### src/rtl/vga_timing_if.sv
// ----------------------------------------------------------------------------
// vga_timing_if
//
// Bundle of the raster timing outputs produced by vga_timing_gen.
//
// Signals:
//   H_Sync       horizontal sync at the configured polarity
//   V_Sync       vertical sync at the configured polarity
//   Blank_n      high only while the beam is inside the active area
//   posx         active-area column (0 outside the active area), W bits
//   posy         active-area row (0 outside the active area), W bits
//   pix_en       one-clk strobe marking each pixel period
//   line_start   one-pixel pulse at the first pixel of every line
//   frame_start  one-pixel pulse at the first pixel of every frame
//
// Modports:
//   master  the timing generator (drives everything)
//   slave   a consumer such as a pixel pipeline or DAC driver
// ----------------------------------------------------------------------------
interface vga_timing_if #(
    parameter int W = 11
);
    logic         H_Sync;
    logic         V_Sync;
    logic         Blank_n;
    logic [W-1:0] posx;
    logic [W-1:0] posy;
    logic         pix_en;
    logic         line_start;
    logic         frame_start;

    modport master (
        output H_Sync, V_Sync, Blank_n, posx, posy, pix_en, line_start, frame_start
    );

    modport slave (
        input H_Sync, V_Sync, Blank_n, posx, posy, pix_en, line_start, frame_start
    );
endinterface

### src/rtl/vga_timing_gen.sv
// ----------------------------------------------------------------------------
// vga_timing_gen
//
// Raster timing generator for VGA-style displays. A prescaler divides clk
// down to the pixel rate; horizontal and vertical counters walk through
// sync, back porch, active and front porch in that order. All outputs other
// than pix_en are decoded from the counters and registered on the pixel
// strobe, so they trail the counters by exactly one pixel period.
//
// Ports:
//   clk   in   clock, all state updates on its rising edge
//   rst   in   synchronous active-high reset (wins over en)
//   en    in   run enable; when low, every counter and output holds
//   vga   out  vga_timing_if.master bundle (syncs, blank, position, strobes)
//
// Parameters:
//   W                          counter / position width
//   HACTIVE, HFP, HSYN, HBP    horizontal segment lengths in pixels
//   VACTIVE, VFP, VSYN, VBP    vertical segment lengths in lines
//   HPOL, VPOL                 asserted sync level (0 = active-low)
//   CLKDIV                     clk cycles per pixel (>= 1)
// ----------------------------------------------------------------------------
module vga_timing_gen #(
    parameter int W       = 11,
    parameter int HACTIVE = 640,
    parameter int HFP     = 16,
    parameter int HSYN    = 96,
    parameter int HBP     = 48,
    parameter int VACTIVE = 480,
    parameter int VFP     = 10,
    parameter int VSYN    = 2,
    parameter int VBP     = 33,
    parameter bit HPOL    = 1'b0,
    parameter bit VPOL    = 1'b0,
    parameter int CLKDIV  = 2
) (
    input  logic             clk,
    input  logic             rst,
    input  logic             en,
    vga_timing_if.master     vga
);

    localparam int HMAX = HSYN + HBP + HACTIVE + HFP;
    localparam int VMAX = VSYN + VBP + VACTIVE + VFP;

    // A one-bit prescaler is kept even for CLKDIV=1 so the compare below
    // stays well formed; it simply never leaves zero in that case.
    localparam int PW = (CLKDIV > 1) ? $clog2(CLKDIV) : 1;

    localparam logic [PW-1:0] PRE_LAST  = PW'(CLKDIV - 1);
    localparam logic [W-1:0]  H_LAST    = W'(HMAX - 1);
    localparam logic [W-1:0]  V_LAST    = W'(VMAX - 1);
    localparam logic [W-1:0]  H_SYN_END = W'(HSYN);
    localparam logic [W-1:0]  V_SYN_END = W'(VSYN);
    localparam logic [W-1:0]  H_ACT_BEG = W'(HSYN + HBP);
    localparam logic [W-1:0]  V_ACT_BEG = W'(VSYN + VBP);
    localparam logic [W-1:0]  H_ACT_END = W'(HSYN + HBP + HACTIVE);
    localparam logic [W-1:0]  V_ACT_END = W'(VSYN + VBP + VACTIVE);

    // Refuse to build a generator whose counters cannot reach the end of a
    // line or frame, or whose pixel clock would never tick.
    if (HMAX > (2**W) - 1) begin : g_hmax_check
        $fatal(1, "vga_timing_gen: HMAX does not fit in W bits");
    end
    if (VMAX > (2**W) - 1) begin : g_vmax_check
        $fatal(1, "vga_timing_gen: VMAX does not fit in W bits");
    end
    if (CLKDIV < 1) begin : g_clkdiv_check
        $fatal(1, "vga_timing_gen: CLKDIV must be at least 1");
    end

    logic [PW-1:0] presc;
    logic [W-1:0]  hcnt;
    logic [W-1:0]  vcnt;
    logic          pix_en_c;

    logic          h_sync_on;
    logic          v_sync_on;
    logic          active_d;
    logic [W-1:0]  posx_d;
    logic [W-1:0]  posy_d;

    logic          h_sync_q;
    logic          v_sync_q;
    logic          blank_n_q;
    logic [W-1:0]  posx_q;
    logic [W-1:0]  posy_q;
    logic          line_start_q;
    logic          frame_start_q;

    // The strobe is the only combinational output; gating it with rst keeps
    // it quiet for the whole reset window, not just after the first edge.
    assign pix_en_c = en && !rst && (presc == PRE_LAST);

    // Pixel prescaler: counts clk cycles inside one pixel period and simply
    // stops (rather than clearing) while en is low, so a paused frame picks
    // up exactly where it left off.
    always_ff @(posedge clk) begin
        if (rst) begin
            presc <= '0;
        end else if (en) begin
            if (presc == PRE_LAST) begin
                presc <= '0;
            end else begin
                presc <= presc + PW'(1);
            end
        end
    end

    // Raster counters: hcnt steps once per pixel; vcnt steps only on the
    // last pixel of a line, and both wrap together at the end of a frame.
    always_ff @(posedge clk) begin
        if (rst) begin
            hcnt <= '0;
            vcnt <= '0;
        end else if (pix_en_c) begin
            if (hcnt == H_LAST) begin
                hcnt <= '0;
                if (vcnt == V_LAST) begin
                    vcnt <= '0;
                end else begin
                    vcnt <= vcnt + W'(1);
                end
            end else begin
                hcnt <= hcnt + W'(1);
            end
        end
    end

    // Decode of the current counter position. Blanking comes purely from
    // the active window so it stays correct even for timings where a sync
    // pulse overlaps what looks like an active column.
    always_comb begin
        h_sync_on = (hcnt < H_SYN_END);
        v_sync_on = (vcnt < V_SYN_END);
        active_d  = (hcnt >= H_ACT_BEG) && (hcnt < H_ACT_END) &&
                    (vcnt >= V_ACT_BEG) && (vcnt < V_ACT_END);
        posx_d    = '0;
        posy_d    = '0;
        if (active_d) begin
            posx_d = hcnt - H_ACT_BEG;
            posy_d = vcnt - V_ACT_BEG;
        end
    end

    // Output register: captures the decode once per pixel, so downstream
    // logic sees values that are stable for the whole pixel period and lag
    // the counters by one pixel.
    always_ff @(posedge clk) begin
        if (rst) begin
            h_sync_q      <= ~HPOL;
            v_sync_q      <= ~VPOL;
            blank_n_q     <= 1'b0;
            posx_q        <= '0;
            posy_q        <= '0;
            line_start_q  <= 1'b0;
            frame_start_q <= 1'b0;
        end else if (pix_en_c) begin
            h_sync_q      <= h_sync_on ? HPOL : ~HPOL;
            v_sync_q      <= v_sync_on ? VPOL : ~VPOL;
            blank_n_q     <= active_d;
            posx_q        <= posx_d;
            posy_q        <= posy_d;
            line_start_q  <= (hcnt == '0);
            frame_start_q <= (hcnt == '0) && (vcnt == '0);
        end
    end

    assign vga.H_Sync      = h_sync_q;
    assign vga.V_Sync      = v_sync_q;
    assign vga.Blank_n     = blank_n_q;
    assign vga.posx        = posx_q;
    assign vga.posy        = posy_q;
    assign vga.pix_en      = pix_en_c;
    assign vga.line_start  = line_start_q;
    assign vga.frame_start = frame_start_q;

endmodule
### src/flat_wrapper.sv
// flat-port wrapper written by rule: the top's interface ports become plain ports
module vga_timing_gen_flat 
#(
    parameter int W       = 11,
    parameter int HACTIVE = 640,
    parameter int HFP     = 16,
    parameter int HSYN    = 96,
    parameter int HBP     = 48,
    parameter int VACTIVE = 480,
    parameter int VFP     = 10,
    parameter int VSYN    = 2,
    parameter int VBP     = 33,
    parameter bit HPOL    = 1'b0,
    parameter bit VPOL    = 1'b0,
    parameter int CLKDIV  = 2
)
  (clk, rst, en, vga_H_Sync, vga_V_Sync, vga_Blank_n, vga_posx, vga_posy, vga_pix_en, vga_line_start, vga_frame_start);
  vga_timing_if #(.W(W)) vga_i ();
  input  logic clk;
  input  logic rst;
  input  logic en;
  output wire logic [$bits(vga_i.H_Sync)-1:0] vga_H_Sync;
  output wire logic [$bits(vga_i.V_Sync)-1:0] vga_V_Sync;
  output wire logic [$bits(vga_i.Blank_n)-1:0] vga_Blank_n;
  output wire logic [$bits(vga_i.posx)-1:0] vga_posx;
  output wire logic [$bits(vga_i.posy)-1:0] vga_posy;
  output wire logic [$bits(vga_i.pix_en)-1:0] vga_pix_en;
  output wire logic [$bits(vga_i.line_start)-1:0] vga_line_start;
  output wire logic [$bits(vga_i.frame_start)-1:0] vga_frame_start;
  assign vga_H_Sync = vga_i.H_Sync;
  assign vga_V_Sync = vga_i.V_Sync;
  assign vga_Blank_n = vga_i.Blank_n;
  assign vga_posx = vga_i.posx;
  assign vga_posy = vga_i.posy;
  assign vga_pix_en = vga_i.pix_en;
  assign vga_line_start = vga_i.line_start;
  assign vga_frame_start = vga_i.frame_start;
  vga_timing_gen #(.W(W), .HACTIVE(HACTIVE), .HFP(HFP), .HSYN(HSYN), .HBP(HBP), .VACTIVE(VACTIVE), .VFP(VFP), .VSYN(VSYN), .VBP(VBP), .HPOL(HPOL), .VPOL(VPOL), .CLKDIV(CLKDIV)) u_core (.clk(clk), .rst(rst), .en(en), .vga(vga_i));
endmodule
### config.mk
export PLATFORM = sky130hd
export DESIGN_NAME = vga_timing_gen_flat
export DESIGN_NICKNAME = d
export VERILOG_FILES = /design/src/rtl/vga_timing_if.sv /design/src/rtl/vga_timing_gen.sv /design/src/flat_wrapper.sv
export SDC_FILE = /design/constraint.sdc
export NUM_CORES = 1
export LEC_CHECK = 0
export ABC_CLOCK_PERIOD_IN_PS = 3300
export BUFFER_PORTS_ARGS = -buffer_cell sky130_fd_sc_hd__buf_2
export CAP_MARGIN = 25
export CORE_ASPECT_RATIO = 1.75
export CORE_MARGIN = 10
export CORE_UTILIZATION = 30
export CTS_BUF_LIST = sky130_fd_sc_hd__clkbuf_4
export CTS_CLUSTER_DIAMETER = 80
export DETAILED_ROUTE_END_ITERATION = 8
export HOLD_SLACK_MARGIN = 0.08
export PLACE_DENSITY_LB_ADDON = 0.12
export SYNTH_ARGS = -nofsm -noshare
export SYNTH_HDL_FRONTEND = slang
export SYNTH_SLANG_ARGS = --single-unit
### constraint.sdc
create_clock -name clk -period 3.3 [get_ports clk]
set_clock_uncertainty 0.05 [all_clocks]
set_input_delay 0.66 -clock clk [delete_from_list [all_inputs] [get_ports clk]]
set_output_delay 0.66 -clock clk [all_outputs]
set_load 0.02 [all_outputs]
==> parameters.txt, run 1 <==
Parameter                              Value

Floorplan
  Die span in y ... 143.7 µm
  Initial cell density of the core ... 0.3047
  Die Outline Area ... 13,040 µm²
  Area inside the core boundary ... 8615 µm²
  Die Span X ... 90.71 µm
  Cell Rows ... 45
  IO Count ... 31

Timing
  Tmin final ... 2.340 ns
  Worst rel slew slack ... 0.5503
  Max Clock Freq ... 427.3 MHz
  Number of max-slew violations in the final report ... 0
  Actual slew at the worst max-slew pin ... 0.6659 ns
  Summed negative setup slack over all endpoints ... 0 ns
  RSZ-0062 raised after global routing ... no
  Final-report hold violation count ... 0
  Final number of setup-violating endpoints ... 0
  Share of the cycle needed by the critical path after routing ... 0.7092
  WHS ... 0.3977 ns

Route
  Iter 0 DRT Violations ... 76
  Number of nets with antenna violations after routing ... 0
  M1 WL ... 2.619 mm
  Routed via count ... 2,146
  DRT Wirelength ... 6.902 mm
  Number of remaining DRC errors ... 0
  Detail-routed via count per cell ... 4.991
  Total length of routed met3 wires ... 177 µm
  Highest routing layer actually used ... met4
  Count of TritonRoute iterations in the first routing pass ... 4
  Detail-routed net length per standard cell ... 16.05 µm
  Met2 Wirelength ... 3.914 mm

Power
  Internal power ... 709.6 µW
  Clock network power share ... 0.301
  Worst vdd ir ... 0.1293 mV
  Power per cell area ... 337.1 nW/µm²
  Logic pwr share ... 0.061
  Standby leakage power ... 0.001060 µW
  Switching power of the nets ... 261.7 µW
  Sw frac ... 0.2694
  Proportion of power drawn by flip-flops and latches ... 0.638

Setup path
  Largest fanout on the critical path ... 19
  Required time at the endpoint of the critical path ... 3.57 ns
  Worst Setup SP ... u_core.hcnt[4]
  Crit path arrival time ... 2.61 ns
  Category of the worst setup path capture point ... register
  Worst reg2reg path startpoint ... u_core.hcnt[4]
  Element type at the critical path start ... register
  Critical setup path kind ... reg -> reg

Clock network
  Number of H-tree levels ... 2
  Insertion delay to the later sink of the worst-skew pair ... 0.38 ns
  Setup bufs post-CTS ... 0
  Clock Path Buffers ... 2
  Clock input transition at the sequential cells of the worst setup and hold paths ... 0.15 ns
  CTS tree ... built
  CTS buffer count ... 5
  CTS Sinks ... 50
  Hold buffers post-CTS ... 0
  # resized after CTS ... 0
  Clock Root Buffer ... clkbuf_4

Yosys
  Yosys synthesis warning count ... 0
  EDFF count, synth ... 0
  Post-synthesis async set-or-reset flop share ... 0
  Mapped Area ... 2625 µm²
  Post-Syn Instances ... 294
  Netlist cell types ... 47
  Synth Net Count ... 305
  Sequential fraction of the synthesis area ... 0.3813
  Primary flip-flop cell chosen by synthesis mapping ... dfxtp_1
  Synthesized area per cell ... 8.929 µm²
  Number of register bits inferred by synthesis ... 50

Placement
  Sum of net half-perimeters after detailed placement ... 5.200 mm
  IO Port Bufs ... 30
  Final GP Congestion ... 0.7819

Cells and area
  Leading cell type in the layout, fill and taps excluded ... dfxtp_1
  Nets ... 322
  Leading cell types in the layout, fill and taps excluded ... 50 x dfxtp_1, 44 x nand2_1, 30 x buf_2
  Share of post-route cells with drive strength above 1 ... 0.2179
  Area growth, synth to finish ... 9.771%

Flow run
  Max-capacitance violation count ... 0

Worst hold path
  Class of the worst hold path ... reg -> reg
  Startpoint of the worst hold path ... u_core.vga.line_start

Global route
  Maximum number of pins on one net before global-route repair ... 28
  Vias in the first global route ... 2,135
  Number of antenna violations at the first check in global routing ... 1
  Wire length of the first global-routing pass ... 11.51 mm
  GRT Total Usage ... 0.1107
  Congestion Overflow GR ... 0

Outcome
  Outcome ... complete, no violations
through the flow:
step                setup slack [ns]  utilization  instance area (µm²)  power, µW  instances
global route                  0.7864       0.3345                 2882       1022        430
finish                        0.9596       0.3345                 2882      971.3        430
detailed placement            0.6492       0.3280                 2825      693.8        421
global placement              0.7234       0.3280                 2825      694.2        421
CTS                           0.9672       0.3342                 2879      996.1        429
floorplan                      1.221            -                 2625      677.6        294
worst max-delay path, stage by stage (launching register included):
cell and delay (ns):
dfxtp_1 0.53, ha_1 0.24, and4b_1 0.28, nand4_2 0.41, or4_1 0.62, a21oi_1 0.16
routing by layer:
metal / up-vias / GRT usage
met4: 0 / 0.05808
met3: 9 / 0.02298
met1: 1025 / 0.1015
met2: 26 / 0.2204
met5: - / 0
li1: 1086 / -
logic make-up (layout without fill, tap and decap cells):
| logic type | count (synthesis) | count (layout) | share of synthesized area |
|---|---|---|---|
| AO/OA/AOI/OAI | 66 | 66 | 0.2235 |
| XOR/XNOR | 21 | 21 | 0.07006 |
| adder cells (fa/ha/maj) | 8 | 8 | 0.03813 |
| buffers and inverters | 38 | 56 | 0.06958 |
| flip-flops | 50 | 50 | 0.3813 |
| other | 0 | 1 | 0 |
| AND/OR/NAND/NOR | 111 | 111 | 0.2173 |
cell usage after synthesis (2+ instances only):
cell / n / area, µm²
a2111o_1: 2 / 22.52
a21oi_1: 17 / 85.08
and2_1: 2 / 12.51
and3_1: 3 / 18.77
and4_1: 2 / 17.52
buf_2: 7 / 35.03
buf_4: 2 / 15.01
buf_6: 3 / 33.78
clkbuf_1: 11 / 41.29
dfxtp_1: 50 / 1001
ha_1: 8 / 100.1
inv_1: 13 / 48.80
nand2_1: 44 / 165.2
nand2b_1: 2 / 12.51
nand3_1: 9 / 45.04
nand4_1: 5 / 31.28
nor2_1: 15 / 56.30
nor2b_1: 2 / 12.51
nor3_1: 5 / 25.02
nor4_1: 6 / 37.54
o21ai_0: 4 / 20.02
o31ai_1: 11 / 82.58
o31ai_2: 17 / 212.7
o31ai_4: 2 / 42.54
o41ai_1: 2 / 17.52
or4_1: 10 / 75.07
xnor2_1: 16 / 140.1
xor2_1: 5 / 43.79
state kept, by name (all words and copies together), names as in the netlist:
name,flops
u_core.hcnt,11
u_core.vcnt,11
u_core.vga.posx,11
u_core.vga.posy,11
u_core.presc,1
u_core.vga.Blank_n,1
u_core.vga.H_Sync,1
u_core.vga.V_Sync,1
u_core.vga.frame_start,1
u_core.vga.line_start,1
area by class of cell:
| type | instances | area [µm²] |
|---|---|---|
| diodes | 1 | 2.502 |
| clock buffers | 5 | 37.54 |
| clock inverters | 3 | 16.27 |
| fillers | 926 | 5733 |
| inverters | 14 | 52.55 |
| multi-input cells | 206 | 1445 |
| flip-flops and latches | 50 | 1001 |
| well taps | 117 | 146.4 |
| repair buffers | 34 | 180.2 |
path summary, 6_finish.rpt:
| check | end | slack, ns | cells past startpoint |
|---|---|---|---|
| max | u_core.vcnt[7] | 0.96 | 5 |
| min | u_core.vga.line_start | 0.40 | 2 |
| max reg2reg | u_core.vcnt[7] | 0.96 | 5 |
| min reg2reg | u_core.vga.line_start | 0.40 | 2 |
power by group through the flow:
stage | Combinational [µW] | Clock, µW | Sequential, µW
5_1_grt | 65.7 | 335 | 622
2_1_floorplan | 46.5 | 0 | 631
4_1_cts | 61.0 | 315 | 620
3_5_place_dp | 60.6 | 0 | 633
6_report | 59.1 | 292 | 620
3_3_place_gp | 60.7 | 0 | 633
Power figures use the tool's default switching activity.
==> run 2: changes to the inputs <==
--- a/config.mk
+++ b/config.mk
@@ -5,7 +5,7 @@
 export SDC_FILE = /design/constraint.sdc
 export NUM_CORES = 1
 export LEC_CHECK = 0
-export ABC_CLOCK_PERIOD_IN_PS = 3300
+export ABC_CLOCK_PERIOD_IN_PS = 2400
 export BUFFER_PORTS_ARGS = -buffer_cell sky130_fd_sc_hd__buf_2
 export CAP_MARGIN = 25
 export CORE_ASPECT_RATIO = 1.75
==> constraint.sdc (replaced) <==
create_clock -name clk -period 2.4 [get_ports clk]
set_clock_uncertainty 0.05 [all_clocks]
set_input_delay 0.48 -clock clk [delete_from_list [all_inputs] [get_ports clk]]
set_output_delay 0.48 -clock clk [all_outputs]
set_load 0.02 [all_outputs]
==> run 2 against run 1 <==
Against the previous run: clock power is 38% higher; global-route usage about the same; cell count rose by 1.9%; critical path depth grew 1; sequential power is 37% higher; flip-flop and latch count unchanged; hold slack worse by 0.035 ns; first-iteration DRC count is 6.6% higher; setup slack worse by 0.65 ns.
==> parameters.txt, run 2 (synthesized netlist as in run 1, its figures left out) <==
Parameter                              Value

Cells and area
  Utilization of the core after routing ... 0.3422 (was 0.3345)
  Share of post-route cells with drive strength above 1 ... 0.2406 (was 0.2179)
  Area growth, synth to finish ... 12.30% (was 9.771%)
  Leading cell types in the layout, fill and taps excluded ... 50 x dfxtp_1, 44 x nand2_1, 30 x buf_2 (unchanged)
  Nets ... 331 (was 322)
  Leading cell type in the layout, fill and taps excluded ... dfxtp_1 (unchanged)

Setup path
  Critical setup path kind ... reg -> reg (unchanged)
  Category of the worst setup path capture point ... register (unchanged)
  Critical-path top delay cell ... dfxtp_1 (was or4_1)
  Largest fanout on the critical path ... 19 (unchanged)
  Register-to-register path setup slack ... 0.31 ns (was 0.96 ns)
  Required time at the endpoint of the critical path ... 2.67 ns (was 3.57 ns)
  Critical path's largest stage delay ... 0.51 ns (was 0.62 ns)
  Crit-path leading delay family ... simple AND/OR/NAND/NOR gates (unchanged)
  Crit path arrival time ... 2.36 ns (was 2.61 ns)
  Number of buffer and inverter stages on the critical path ... 1 (was 0)
  Worst path cell trace ... ha_1 > and4b_1 > nand4_2 > buf_4 > or4_1 > a21oi_1 (was ha_1 > and4b_1 > nand4_2 > or4_1 > a21oi_1)
  Element type at the critical path start ... register (unchanged)

Global route
  Vias in the first global route ... 2,204 (was 2,135)
  Number of antenna violations at the first check in global routing ... 1 (unchanged)
  Wire length of the first global-routing pass ... 11.67 mm (was 11.51 mm)
  Congestion Overflow GR ... 0 (unchanged)
  Maximum number of pins on one net before global-route repair ... 28 (unchanged)
  GRT Total Usage ... 0.1111 (was 0.1107)

Floorplan
  Die span in y ... 143.7 µm (unchanged)
  Die Span X ... 90.71 µm (unchanged)
  Initial cell density of the core ... 0.3047 (unchanged)
  Cell Rows ... 45 (unchanged)
  Die Outline Area ... 13,040 µm² (unchanged)
  Area inside the core boundary ... 8615 µm² (unchanged)
  IO Count ... 31 (unchanged)

Power
  Worst vdd ir ... 0.1754 mV (was 0.1293 mV)
  Sw frac ... 0.2523 (was 0.2694)
  Switching power of the nets ... 338.1 µW (was 261.7 µW)
  Standby leakage power ... 0.001111 µW (was 0.001060 µW)
  Logic pwr share ... 0.063 (was 0.061)
  Power per cell area ... 454.7 nW/µm² (was 337.1 nW/µm²)
  Proportion of power drawn by flip-flops and latches ... 0.636 (was 0.638)
  Clock network power share ... 0.301 (about the same)
  Internal power ... 1002 µW (was 709.6 µW)
  Sum of internal, switching and leakage power ... 1340 µW (was 971.3 µW)

Placement
  IO Port Bufs ... 30 (unchanged)
  Sum of net half-perimeters after detailed placement ... 5.239 mm (was 5.200 mm)
  Worst slack, placed ... 0.3075 ns (was 0.6492 ns)
  Final GP Congestion ... 0.7712 (was 0.7819)

Timing
  Share of the cycle needed by the critical path after routing ... 0.8705 (was 0.7092)
  Worst rel slew slack ... 0.5423 (was 0.5503)
  Max Clock Freq ... 478.6 MHz (was 427.3 MHz)
  Summed negative setup slack over all endpoints ... 0 ns (unchanged)
  WHS ... 0.3631 ns (was 0.3977 ns)
  Tmin final ... 2.089 ns (was 2.340 ns)
  Final-report hold violation count ... 0 (unchanged)
  RSZ-0062 raised after global routing ... no (unchanged)
  Final number of setup-violating endpoints ... 0 (unchanged)
  Worst setup margin ... 0.3107 ns (was 0.9596 ns)
  Number of max-slew violations in the final report ... 0 (unchanged)
  Actual slew at the worst max-slew pin ... 0.6777 ns (was 0.6659 ns)

Clock network
  Number of H-tree levels ... 2 (unchanged)
  Clock input transition at the sequential cells of the worst setup and hold paths ... 0.14 ns (was 0.15 ns)
  CTS buffer count ... 5 (unchanged)
  # resized after CTS ... 0 (unchanged)
  CTS Sinks ... 50 (unchanged)
  Clock Root Buffer ... clkbuf_4 (unchanged)
  Setup bufs post-CTS ... 0 (unchanged)
  CTS tree ... built (unchanged)
  Clock Path Buffers ... 2 (unchanged)
  Insertion delay to the later sink of the worst-skew pair ... 0.38 ns (about the same)
  Hold buffers post-CTS ... 0 (unchanged)

Flow run
  Max-capacitance violation count ... 0 (unchanged)

Route
  DRT Wirelength ... 7.014 mm (was 6.902 mm)
  Number of remaining DRC errors ... 0 (unchanged)
  Detail-routed net length per standard cell ... 16.01 µm (was 16.05 µm)
  Iter 0 DRT Violations ... 81 (was 76)
  Number of nets with antenna violations after routing ... 0 (unchanged)
  Count of TritonRoute iterations in the first routing pass ... 4 (unchanged)
  Detail-routed via count per cell ... 4.895 (was 4.991)
  Routed via count ... 2,144 (was 2,146)

Worst hold path
  Class of the worst hold path ... in -> reg (was reg -> reg)

Outcome
  Outcome ... complete, no violations (unchanged)
[run 2: cell types whose count changed in the layout (fill, tap and decap cells not counted), sizes merged]
cell,delta
clkinvlp,-1
clkbuf,+2
buf,+9
clkinv,-2
[run 2: metal layers]
layer | track usage | share of wire | up-vias
met5 | 0 | 0 | -
met4 | 0.04293 | 0.016 | 0
met3 | 0.02193 | 0.026 | 5
met2 | 0.2211 | 0.57 | 16
met1 | 0.1081 | 0.39 | 1019
li1 | - | - | 1104
[run 2: layout make-up]
type                            instances  area, µm²
Fill cell                             944       5667
Multi-Input combinational cell        206       1445
Sequential cell                        50       1001
Timing Repair Buffer                   43      247.7
Tap cell                              117      146.4
Clock buffer                            7      52.55
Inverter                               14      52.55
Antenna cell                            1      2.502
[run 2: worst min-delay path: stages]
cell and delay (ns):
buf_2 0.14, nand4_1 0.09, a21oi_1 0.06
[run 2: power groups by stage]
| stage | clock network (µW) | registers [µW] | logic (µW) |
|---|---|---|---|
| after floorplan | 0 | 868 | 63.9 |
| after global placement | 0 | 871 | 87.8 |
| after detailed placement | 0 | 871 | 87.0 |
| after CTS | 428 | 853 | 87.4 |
| after global routing | 457 | 856 | 96.2 |
| final | 403 | 852 | 84.6 |
[run 2: path summary, 6_finish.rpt]
kind	startpoint	endpoint	cells after the start
setup / recovery	u_core.hcnt[4]	u_core.vcnt[6]	6
hold / removal	en	u_core.hcnt[1]	3
setup reg to reg	u_core.hcnt[4]	u_core.vcnt[6]	6
hold reg to reg	u_core.vga.line_start	u_core.vga.line_start	2
[run 2: per-stage QoR]
step,area (µm²),std cells
after global routing,2948,438
final,2948,438
after detailed placement,2893,430
after CTS,2945,437
after floorplan,2625,294
after global placement,2893,430
